[src/rtl/instruction_fetch_stage.sv]
// ---------------------------------------------------------------------------
// instruction_fetch_stage
//   Fetch stage of the five-stage MIPS pipeline. It owns the program counter
//   and the IF/ID pipeline register, and it keeps saturating performance
//   counters for stall cycles and branch redirects.
//
// Parameters
//   RESET_PC   PC value loaded on reset
//   CNT_WIDTH  width of each event counter
//
// Ports
//   Clk, Reset          clock; synchronous active-high reset
//   PCWrite             1 = PC advances, 0 = PC holds (load-use stall)
//   IF_ID_Write         1 = IF/ID loads, 0 = IF/ID holds
//   BranchTaken         redirect the PC and flush IF/ID
//   BranchTarget        redirect address; low two bits are forced to zero
//   InstrMem_Addr       instruction memory address (the current PC)
//   InstrMem_Data       instruction word, read combinationally from memory
//   IF_ID_Instruction   registered instruction for decode
//   IF_ID_PCPlus4       registered PC+4 of that instruction
//   IF_ID_Valid         1 = real instruction, 0 = bubble
//   StallCount          saturating count of stalled cycles
//   FlushCount          saturating count of redirects
// ---------------------------------------------------------------------------

// Saturating event counter. It clears on reset and stops at all-ones.
module ifs_sat_counter #(
  parameter int W = 16
) (
  input  logic         clk,
  input  logic         rst,
  input  logic         inc,
  output logic [W-1:0] count
);
  always_ff @(posedge clk) begin
    if (rst)
      count <= '0;
    else if (inc && (count != {W{1'b1}}))
      count <= count + W'(1);
  end
endmodule

module instruction_fetch_stage #(
  parameter logic [31:0] RESET_PC  = 32'h0000_0000,
  parameter int          CNT_WIDTH = 16
) (
  input  logic                 Clk,
  input  logic                 Reset,
  input  logic                 PCWrite,
  input  logic                 IF_ID_Write,
  input  logic                 BranchTaken,
  input  logic [31:0]          BranchTarget,
  output logic [31:0]          InstrMem_Addr,
  input  logic [31:0]          InstrMem_Data,
  output logic [31:0]          IF_ID_Instruction,
  output logic [31:0]          IF_ID_PCPlus4,
  output logic                 IF_ID_Valid,
  output logic [CNT_WIDTH-1:0] StallCount,
  output logic [CNT_WIDTH-1:0] FlushCount
);

  logic [31:0] pc;
  logic [31:0] pc_plus4;
  logic [31:0] target;
  logic        stall_evt;
  logic        flush_evt;

  // The sum is taken modulo 2^32, so 0xFFFF_FFFC wraps to 0.
  assign pc_plus4      = pc + 32'd4;
  assign target        = BranchTarget & 32'hFFFF_FFFC;
  assign InstrMem_Addr = pc;

  // A redirect overrides a stall. It counts as a flush only, never as a
  // stall, so one cycle cannot raise both counters.
  assign flush_evt = BranchTaken;
  assign stall_evt = !BranchTaken && !PCWrite;

  // PC register
  always_ff @(posedge Clk) begin
    if (Reset)
      pc <= RESET_PC;
    else if (BranchTaken)
      pc <= target;
    else if (PCWrite)
      pc <= pc_plus4;
  end

  // IF/ID register. A flush inserts a nop bubble even when IF_ID_Write=0.
  always_ff @(posedge Clk) begin
    if (Reset || BranchTaken) begin
      IF_ID_Instruction <= 32'h0000_0000;
      IF_ID_PCPlus4     <= 32'h0000_0000;
      IF_ID_Valid       <= 1'b0;
    end else if (IF_ID_Write) begin
      IF_ID_Instruction <= InstrMem_Data;
      IF_ID_PCPlus4     <= pc_plus4;
      IF_ID_Valid       <= 1'b1;
    end
  end

  ifs_sat_counter #(.W(CNT_WIDTH)) u_stall_cnt (
    .clk   (Clk),
    .rst   (Reset),
    .inc   (stall_evt),
    .count (StallCount)
  );

  ifs_sat_counter #(.W(CNT_WIDTH)) u_flush_cnt (
    .clk   (Clk),
    .rst   (Reset),
    .inc   (flush_evt),
    .count (FlushCount)
  );

endmodule
[config.mk]
export PLATFORM = sky130hd
export DESIGN_NAME = instruction_fetch_stage
export DESIGN_NICKNAME = d
export VERILOG_FILES = /design/src/rtl/instruction_fetch_stage.sv
export SDC_FILE = /design/constraint.sdc
export NUM_CORES = 1
export LEC_CHECK = 0
export BUFFER_PORTS_ARGS = -buffer_cell sky130_fd_sc_hd__buf_2
export CAP_MARGIN = 10
export CORE_MARGIN = 1.5
export CORE_UTILIZATION = 46
export DETAILED_ROUTE_END_ITERATION = 8
export PLACE_DENSITY = 0.84
export SLEW_MARGIN = 20
export SYNTH_ARGS = -nofsm -noshare
export SYNTH_HDL_FRONTEND = slang
export SYNTH_SLANG_ARGS = --single-unit
[constraint.sdc]
create_clock -name Clk -period 2.1 [get_ports Clk]
set_input_delay 0.105 -clock Clk [delete_from_list [all_inputs] [get_ports Clk]]
set_output_delay 0.105 -clock Clk [all_outputs]
set_load 0.02 [all_outputs]
==> results of run 1 <==
## synthesized netlist by cell type, types with 18 or more instances
library cell / instances / area [sq um]
a211oi_1: 21 / 157.7
a21oi_1: 36 / 180.2
clkbuf_1: 32 / 120.1
dfxtp_1: 125 / 2502
inv_1: 20 / 75.07
mux2i_1: 36 / 360.4
nand2_1: 35 / 131.4
nand3_1: 28 / 140.1
nand4_1: 20 / 125.1
nor2_1: 88 / 330.3
nor3_1: 20 / 100.1
o21ai_0: 44 / 220.2
or4_1: 18 / 135.1
## power groups by stage
stage	Sequential [uW]	Combinational, uW	Clock [uW]
global route	2570	916	3110
global placement	2600	739	0
detailed placement	2610	750	0
finish	2560	853	2940
floorplan	2710	351	0
CTS	2560	840	2990
## routing by layer
layer / GRT usage, % / vias to the layer above
met5: 0 / -
met4: 11.75 / 0
met3: 7.046 / 44
met2: 47.13 / 275
met1: 33.32 / 3113
li1: - / 3231
## per-stage QoR
step	worst slack [ps]	power, uW
after floorplan	0.1013	3059
after detailed placement	67.63	3358
final	123.1	6357
after CTS	29.16	6384
after global routing	8.415	6603
after global placement	128.4	3340
## flip-flops by register name (all words and copies together) (netlist names)
name	count
u_flush_cnt.count	16
u_stall_cnt.count	16
InstrMem_Addr	30
IF_ID_PCPlus4	30
IF_ID_Instruction	32
IF_ID_Valid	1
## final cells by class
cell class	instances	area [sq um]
inverter	21	78.83
clock inverter	14	158.9
multi-input combinational	523	3309
tap	172	215.2
timing repair buffer	307	2012
sequential	125	2516
clock buffer	18	439.2
fill	1008	4095
## path summary, 6_finish.rpt
check,startpoint,endpoint,slack (ps),depth (start not counted)
setup / recovery,InstrMem_Addr[3],InstrMem_Addr[14],120,5
hold / removal,BranchTarget[20],InstrMem_Addr[20],50,3
hold reg to reg,IF_ID_PCPlus4[4],IF_ID_PCPlus4[4],490,2
setup reg to reg,InstrMem_Addr[3],InstrMem_Addr[14],120,5
## layout by cell type, fill, tap and decap left out, types with 4 or more instances in the layout
cell type,synthesis,routed
conb_1,1,4
buf_2,7,190
inv_1,20,20
o21ai_0,44,44
nor3_1,20,20
nand2_1,35,35
or3_1,11,10
a21oi_1,36,36
inv_6,0,4
mux2_2,7,7
xnor2_1,15,15
dfxtp_2,0,8
a31oi_1,12,12
or4_1,18,18
dlygate4sd3_1,0,58
a311oi_1,11,11
mux2i_1,36,36
buf_4,5,56
clkbuf_16,0,17
a2111oi_0,5,5
nor2b_1,9,9
o31ai_1,14,14
nand3_1,28,28
nor2_1,88,88
and4_1,15,15
a211oi_1,21,21
nor4_1,16,16
nand4_1,20,20
clkinvlp_4,0,5
o31a_1,4,4
dfxtp_1,125,116
nor3b_1,5,5
xor2_1,10,10
## kinds of logic after synthesis
logic type,Yosys count,share of synthesized area (%)
simple gates,287,25.29
compound gates,161,16.92
flops,125,40.86
buf+inv,82,5.516
mux,43,7.171
xor+xnor,25,3.575
fa+ha+maj,3,0.6129
other cells,1,0.06123
## what timing repair did
action | 4_1_cts | 5_1_grt
gates resized for setup | 0 | 4
hold buffers | 58 | 0
setup endpoints to repair | 0 | 6
hold endpoints to repair | 58 | 0
## worst max-delay path, cell delays in order (launching register included)
cell      delay (ps)
dfxtp_4          340
ha_2             160
nand3_1          140
or4b_4           570
or4_1            410
a311oi_1         260
==> results.py, run 1 <==
metrics = {
    "floorplanning": {
        "fp.dieH_um": 118.4,
        "die_area_sq_mm": 0.01402,
        "io_pins": 198,
        "initial_core_util_pct": 47.76,
        "core_sq_mm": 0.01282,
        "die_w_um": 118.4,
        "std_cell_rows": 41,
    },
    "global_route": {
        "grt_overflow": 0,
        "antenna_found_initial": 0,
        "grt_pass1_wl_um": 31350,
        "grt_max_degree": 51,
        "track_usage_pct": 27.77,
        "grt_pass1_vias": 6349,
    },
    "routing": {
        "wl_met3_um": 1437,
        "wl_met1_um": 7932,
        "wl_per_cell_um": 16.57,
        "via_per_inst": 5.647,
        "wl_um": 19550,
        "met2_length_um": 9632,
        "drc": 0,
        "dr.pass1.iters": 5,
        "dr.max_layer_used": "met4",
        "ant_nets": 0,
        "drt-initial-drc-count": 455,
        "num_vias": 6663,
    },
    "clock_tree": {
        "cts_sinks": 125,
        "cts_root_buf": "clkbuf_16",
        "cts_inserted_buffers": 17,
        "post_cts_buffers": 0,
        "clock_latency_ps": 420,
        "clk_pin_slew_worst_paths_ps": 60,
        "cts_tree": "yes",
        "h-tree-depth": 4,
        "clk_path_buf_depth": 2,
    },
    "timing": {
        "holdWs_ps": 45.81,
        "min_period_over_period_pct": 94.14,
        "hold_viol_final": 0,
        "max_slew_margin_pct": 66.39,
        "finalMaxSlewViolations": 0,
        "max_freq_ghz": 0.5059,
        "setup_viol": 0,
        "rsz0062_at_grt": "no",
        "fin_skew_ps": 7.002,
        "period_minus_slack_ps": 1977,
        "worstMarginPinSlew_ps": 491.4,
        "fin_setup_tns_ps": 0,
    },
    "layout": {
        "final_area_sq_mm": 0.008730,
        "syn_to_final_growth_pct": 42.53,
        "antennaDiodeCount": 0,
        "fin_util_pct": 68.07,
        "nNetsFinal": 1067,
        "drive_gt1_share_pct": 31.05,
        "stdcell_count": 1180,
    },
    "outcome": {
        "outcome": "complete, no violations",
    },
    "setup_path": {
        "path_class": "reg2reg",
        "startpoint_type": "register",
        "arrival_ps": 2310,
        "path_max_fanout": 8,
        "end_kind": "register",
        "worstPathRequired_ps": 2430,
    },
    "pwr": {
        "ir_drop_v": 0.0005247,
        "swShare_pct": 27.12,
        "powerDensity_mw_per_mm2": 728.2,
        "power.leakage_uw": 0.003703,
        "seqPwrFrac_pct": 40.3,
        "clockPowerShare_pct": 46.3,
        "combinationalPowerShare_pct": 13.4,
        "power.internal_uw": 4633,
        "p_switching_uw": 1724,
    },
    "yosys": {
        "synthCells": 727,
        "synth_seq_cells": 125,
        "syn_area_sq_mm": 0.006125,
        "async_flop_share_pct": 0,
        "synth-main-ff-cell": "dfxtp_1",
        "synth.avg_cell_area_sq_um": 8.425,
        "ys_seq_area_share_pct": 40.86,
        "synth_edf_count": 0,
        "synth_warnings": 0,
        "yosysUniqueCellTypes": 58,
    },
    "placement": {
        "dp.cells": 1090,
        "dp_hpwl_um": 12780,
        "gp_congestion": 0.8902,
        "dpl_cell_area_sq_mm": 0.007538,
        "place.port_buffers": 191,
    },
    "flow_run": {
        "drv_cap": 0,
    },
    "hold_path": {
        "min_path_type": "in2reg",
    },
}
Note: power is estimated with default switching activity, not from simulation.
==> inputs of run 2 (changes only) <==
--- a/config.mk
+++ b/config.mk
@@ -11,6 +11,7 @@
 export CORE_UTILIZATION = 46
 export DETAILED_ROUTE_END_ITERATION = 8
 export PLACE_DENSITY = 0.84
+export RECOVER_POWER = 25
 export SLEW_MARGIN = 20
 export SYNTH_ARGS = -nofsm -noshare
 export SYNTH_HDL_FRONTEND = slang
==> run 2 against run 1 <==
Against the previous run:
- cell count unchanged
- power is 0.17% lower
- routed wire length hardly changed
- critical endpoint unchanged
- critical path depth unchanged
- first-iteration DRC count increased by 5.5%
- largest power group unchanged
- non-clock buffer count did not move
- sequential power is essentially flat
- critical path type unchanged
- cell area down 0.87%
- utilization decreased by 0.60 points
==> results.py, run 2 (synthesis results as in run 1) <==
metrics = {
    "layout": {
        "layout_commonest_cell": "buf_2",
        "antennaDiodeCount": 0,
        "stdcell_count": 1180,
        "nFillCells": 1055,
        "largest_register_ffs": 32,
        "nNetsFinal": 1067,
        "syn_to_final_growth_pct": 41.29,
        "regArea_sq_mm": 0.002516,
        "regMostFlops": "IF_ID_Instruction",
        "layout_common_cells": "buf_2, dfxtp_1, nor2_1, clkbuf_1, dlygate4sd3_1",
        "drive_gt1_share_pct": 25.00,
        "multi_input_area_sq_mm": 0.003309,
        "fin_util_pct": 67.47,
    },
    "floorplanning": {
        "initial_core_util_pct": 47.76,
        "fp.dieH_um": 118.4,
        "die_w_um": 118.4,
        "die_area_sq_mm": 0.01402,
        "std_cell_rows": 41,
        "core_sq_mm": 0.01282,
        "io_pins": 198,
    },
    "pwr": {
        "seqPwrFrac_pct": 40.4,
        "p_switching_uw": 1724,
        "swShare_pct": 27.16,
        "power.leakage_uw": 0.003448,
        "power.internal_uw": 4622,
        "combinationalPowerShare_pct": 13.3,
        "total_power_uw": 6346,
        "powerDensity_mw_per_mm2": 733.3,
        "clockPowerShare_pct": 46.4,
        "ir_drop_v": 0.0005249,
    },
    "routing": {
        "wl_um": 19560,
        "num_vias": 6667,
        "drt-initial-drc-count": 480,
        "wl_per_cell_um": 16.57,
        "drc": 0,
        "ant_nets": 0,
        "via_per_inst": 5.650,
        "dr.pass1.iters": 5,
    },
    "setup_path": {
        "path_class": "reg2reg",
        "arrival_ps": 2310,
        "startpoint_type": "register",
        "worstPathRequired_ps": 2430,
        "end_kind": "register",
        "path_max_fanout": 8,
    },
    "outcome": {
        "outcome": "complete, no violations",
    },
    "timing": {
        "max_slew_margin_pct": 66.14,
        "max_freq_ghz": 0.5055,
        "holdWs_ps": 44.39,
        "fin_setup_tns_ps": 0,
        "period_minus_slack_ps": 1978,
        "fin_skew_ps": 8.551,
        "min_period_over_period_pct": 94.21,
        "finalMaxSlewViolations": 0,
        "hold_viol_final": 0,
        "rsz0062_at_grt": "no",
        "worstMarginPinSlew_ps": 495.0,
        "setup_viol": 0,
    },
    "placement": {
        "place.port_buffers": 191,
        "dp_hpwl_um": 12780,
        "dp.cells": 1090,
        "gp_congestion": 0.8902,
    },
    "global_route": {
        "grt_overflow": 0,
        "grt_use_met3_pct": 7.046,
        "antenna_found_initial": 0,
        "grt-busiest-layer": "met2",
        "use_met1_pct": 33.32,
        "grt_pass1_wl_um": 31350,
        "grt_pass1_vias": 6349,
        "track_usage_pct": 27.77,
        "grt_max_degree": 51,
        "grt_use_met2_pct": 47.13,
    },
    "clock_tree": {
        "clk_pin_slew_worst_paths_ps": 60,
        "cts_root_buf": "clkbuf_16",
        "cts_sinks": 125,
        "h-tree-depth": 4,
        "clock_latency_ps": 420,
        "cts_tree": "yes",
        "cts_inserted_buffers": 17,
        "clk_path_buf_depth": 2,
    },
    "hold_path": {
        "min_path_type": "in2reg",
    },
    "flow_run": {
        "drv_cap": 0,
    },
}
run 2: changes by cell type in the layout (fill, tap and decap cells not counted), sizes merged:
cell | before | now
buf | 249 | 188
clkbuf | 18 | 79
run 2: per-layer routing:
metal  vias to the layer above  part of all wire, %
li1                       3231                    -
met1                      3118                   40
met2                       275                   49
met3                        43                  7.7
met4                         0                  2.7
met5                         -                    0
run 2: layout make-up:
type / count / share of cell area, %
clock buffer: 18 / 5.075
clock inverter: 14 / 1.836
inverter: 21 / 0.9109
multi-input combinational: 523 / 38.24
sequential: 125 / 29.08
tap: 172 / 2.487
timing repair buffer: 307 / 22.37
run 2: metrics by stage:
step	worst slack, ps	cell area (sq um)
2_1_floorplan	0.1013	6158
3_3_place_gp	128.4	7538
3_5_place_dp	67.63	7538
4_1_cts	29.16	8717
5_1_grt	8.415	8653
6_report	121.7	8653
run 2: critical path, cell delays in order, from the launching register on:
cell	delay [ps]
dfxtp_4	340
ha_2	160
nand3_1	140
or4b_4	570
or4_1	410
a311oi_1	260
run 2: power groups by stage:
stage          logic [uW]  registers, uW  clock network, uW
4_1_cts               840           2560               2990
3_5_place_dp          750           2610                  0
3_3_place_gp          739           2600                  0
6_report              842           2560               2940
2_1_floorplan         351           2710                  0
5_1_grt               905           2570               3110
run 2: what timing repair did:
item / in CTS / in global routing
buffers inserted: 0 / 0
gates resized for setup: 0 / 4
hold endpoints to repair: 58 / 0
hold buffers: 58 / 0
endpoints found under the setup margin: 0 / 6
run 2: path summary, 6_finish.rpt:
check	startpoint	to	slack, ps	cells past startpoint
setup / recovery	InstrMem_Addr[3]	InstrMem_Addr[14]	120	5
hold / removal	BranchTarget[20]	InstrMem_Addr[20]	40	3
setup reg to reg	InstrMem_Addr[3]	InstrMem_Addr[14]	120	5
hold reg to reg	IF_ID_PCPlus4[4]	IF_ID_PCPlus4[4]	490	2
==> inputs of run 3 (changes only) <==
--- a/config.mk
+++ b/config.mk
@@ -7,6 +7,7 @@
 export LEC_CHECK = 0
 export BUFFER_PORTS_ARGS = -buffer_cell sky130_fd_sc_hd__buf_2
 export CAP_MARGIN = 10
+export CORE_ASPECT_RATIO = 0.8
 export CORE_MARGIN = 1.5
 export CORE_UTILIZATION = 46
 export DETAILED_ROUTE_END_ITERATION = 8
==> run 3 against run 2 <==
Against the previous run:
- largest cell class unchanged
- hold slack got worse by 34 ps
- count of clock-buffer cells in the layout grew 1
- non-clock buffer count down 9
- global-route usage increased by 0.95 points
- setup slack lost 4.1 ps
- sequential cell count stayed put
- combinational power decreased by 0.7%
- sequential share of layout area is 0.26 points higher
- critical path type unchanged
==> results.py, run 3 (synthesis results as in run 1) <==
metrics = {
    "routing": {
        "ant_nets": 0,
        "dr.pass1.iters": 5,
        "drt-initial-drc-count": 609,
        "num_vias": 6764,
        "wl_per_cell_um": 17.55,
        "wl_um": 20620,
        "drc": 0,
        "via_per_inst": 5.757,
    },
    "global_route": {
        "grt_pass1_vias": 6358,
        "antenna_found_initial": 1,
        "track_usage_pct": 28.71,
        "grt_overflow": 0,
        "grt_pass1_wl_um": 32220,
        "grt_max_degree": 42,
    },
    "setup_path": {
        "path_class": "reg2reg",
        "ff2ff_path_depth": 5,
        "cp_cell_sequence": "ha_2 > and4bb_1 > or3b_2 > or4_1 > a21oi_1",
        "slowest_stage": "or3b_2",
        "timing.rr.start": "u_stall_cnt.count[1]",
        "worstPathRequired_ps": 2450,
        "startpoint_type": "register",
        "max_stage_delay_ps": 500,
        "crit_start": "u_stall_cnt.count[1]",
        "arrival_ps": 2330,
        "path_max_fanout": 5,
        "end_kind": "register",
    },
    "placement": {
        "dp_hpwl_um": 13110,
        "gp_congestion": 0.8526,
        "place.port_buffers": 191,
    },
    "timing": {
        "fin_setup_tns_ps": 0,
        "min_period_over_period_pct": 94.40,
        "worstMarginPinSlew_ps": 849.8,
        "holdWs_ps": 10.86,
        "finalMaxSlewViolations": 0,
        "setup_viol": 0,
        "rsz0062_at_grt": "no",
        "period_minus_slack_ps": 1982,
        "max_slew_margin_pct": 42.45,
        "fin_skew_ps": 13.30,
        "hold_viol_final": 0,
        "max_freq_ghz": 0.5044,
    },
    "floorplanning": {
        "die_area_sq_mm": 0.01402,
        "fp.dieH_um": 106.2,
        "initial_core_util_pct": 47.42,
        "core_sq_mm": 0.01292,
        "io_pins": 198,
        "die_w_um": 132.0,
        "std_cell_rows": 37,
    },
    "clock_tree": {
        "cts_root_buf": "clkbuf_16",
        "cts_sinks": 125,
        "post_cts_buffers": 0,
        "cts_tree": "yes",
        "h-tree-depth": 4,
        "clock_latency_ps": 420,
        "clk_path_buf_depth": 2,
        "clk_pin_slew_worst_paths_ps": 60,
        "cts_inserted_buffers": 17,
    },
    "layout": {
        "layout_common_cells": "buf_2, dfxtp_1, nor2_1, clkbuf_1",
        "syn_to_final_growth_pct": 39.98,
        "nFillCells": 1077,
        "regMostFlops": "IF_ID_Instruction",
        "drive_gt1_share_pct": 24.82,
        "fin_util_pct": 66.38,
        "nNetsFinal": 1058,
        "largest_register_ffs": 32,
        "layout_commonest_cell": "buf_2",
    },
    "pwr": {
        "combinationalPowerShare_pct": 13.0,
        "power.internal_uw": 4717,
        "powerDensity_mw_per_mm2": 753.0,
        "power.leakage_uw": 0.003402,
        "seqPwrFrac_pct": 39.8,
        "ir_drop_v": 0.0006660,
        "swShare_pct": 26.93,
        "p_switching_uw": 1738,
        "clockPowerShare_pct": 47.3,
    },
    "outcome": {
        "outcome": "complete, no violations",
    },
    "flow_run": {
        "drv_cap": 0,
    },
    "hold_path": {
        "hold_start": "BranchTarget[11]",
        "holdPathStages": 3,
        "min_path_type": "in2reg",
    },
}
-- run 3: path summary, 6_finish.rpt --
| kind | to | slack [ps] |
|---|---|---|
| worst max-delay path | u_stall_cnt.count[14] | 120 |
| worst min-delay path | InstrMem_Addr[11] | 10 |
| worst max register to register | u_stall_cnt.count[14] | 120 |
| worst min register to register | IF_ID_Valid | 480 |
-- run 3: timing repair --
item                                    CTS  global route
hold endpoints to repair                 54             0
endpoints found under the setup margin    0            12
hold buffers                             54             0
resized for setup                         0             7
-- run 3: routing by layer --
layer	GRT usage [%]	part of all wire (%)	vias to the layer above
li1	-	-	3195
met1	37.32	43	3138
met2	44.35	45	365
met3	6.629	7.5	66
met4	15.48	4.2	0
met5	0	0	-
-- run 3: critical path, delay by kind of cell, from the launching register on --
family / cells / cell delay, ps
simple gates: 3 / 1200
compound gates: 1 / 150
flops: 1 / 360
fa+ha+maj: 1 / 200
-- run 3: through the flow --
| stage | power (uW) | setup WS, ps | area [sq um] | instances |
|---|---|---|---|---|
| final | 6456 | 117.6 | 8573 | 1175 |
| after global routing | 6678 | 4.978 | 8573 | 1175 |
| after CTS | 6432 | 10.49 | 8616 | 1174 |
| after global placement | 3330 | 117.9 | 7467 | 1088 |
| after detailed placement | 3347 | 47.20 | 7467 | 1088 |
| after floorplan | 3059 | 0.1013 | 6158 | 730 |
-- run 3: power by group through the flow --
stage / clock network, uW / registers (uW) / logic [uW]
after global placement: 0 / 2600 / 727
after CTS: 3050 / 2560 / 826
final: 3050 / 2570 / 836
after global routing: 3200 / 2580 / 897
after floorplan: 0 / 2710 / 351
after detailed placement: 0 / 2610 / 739
-- run 3: layout make-up --
class	count	area [sq um]	share of cell area [%]
Clock inverter	13	165.2	1.926
Tap cell	175	219.0	2.554
Clock buffer	19	442.9	5.166
Timing Repair Buffer	298	1819	21.22
Inverter	21	78.83	0.9194
Sequential cell	125	2515	29.33
Antenna cell	1	2.502	0.02919
Multi-Input combinational cell	523	3331	38.85
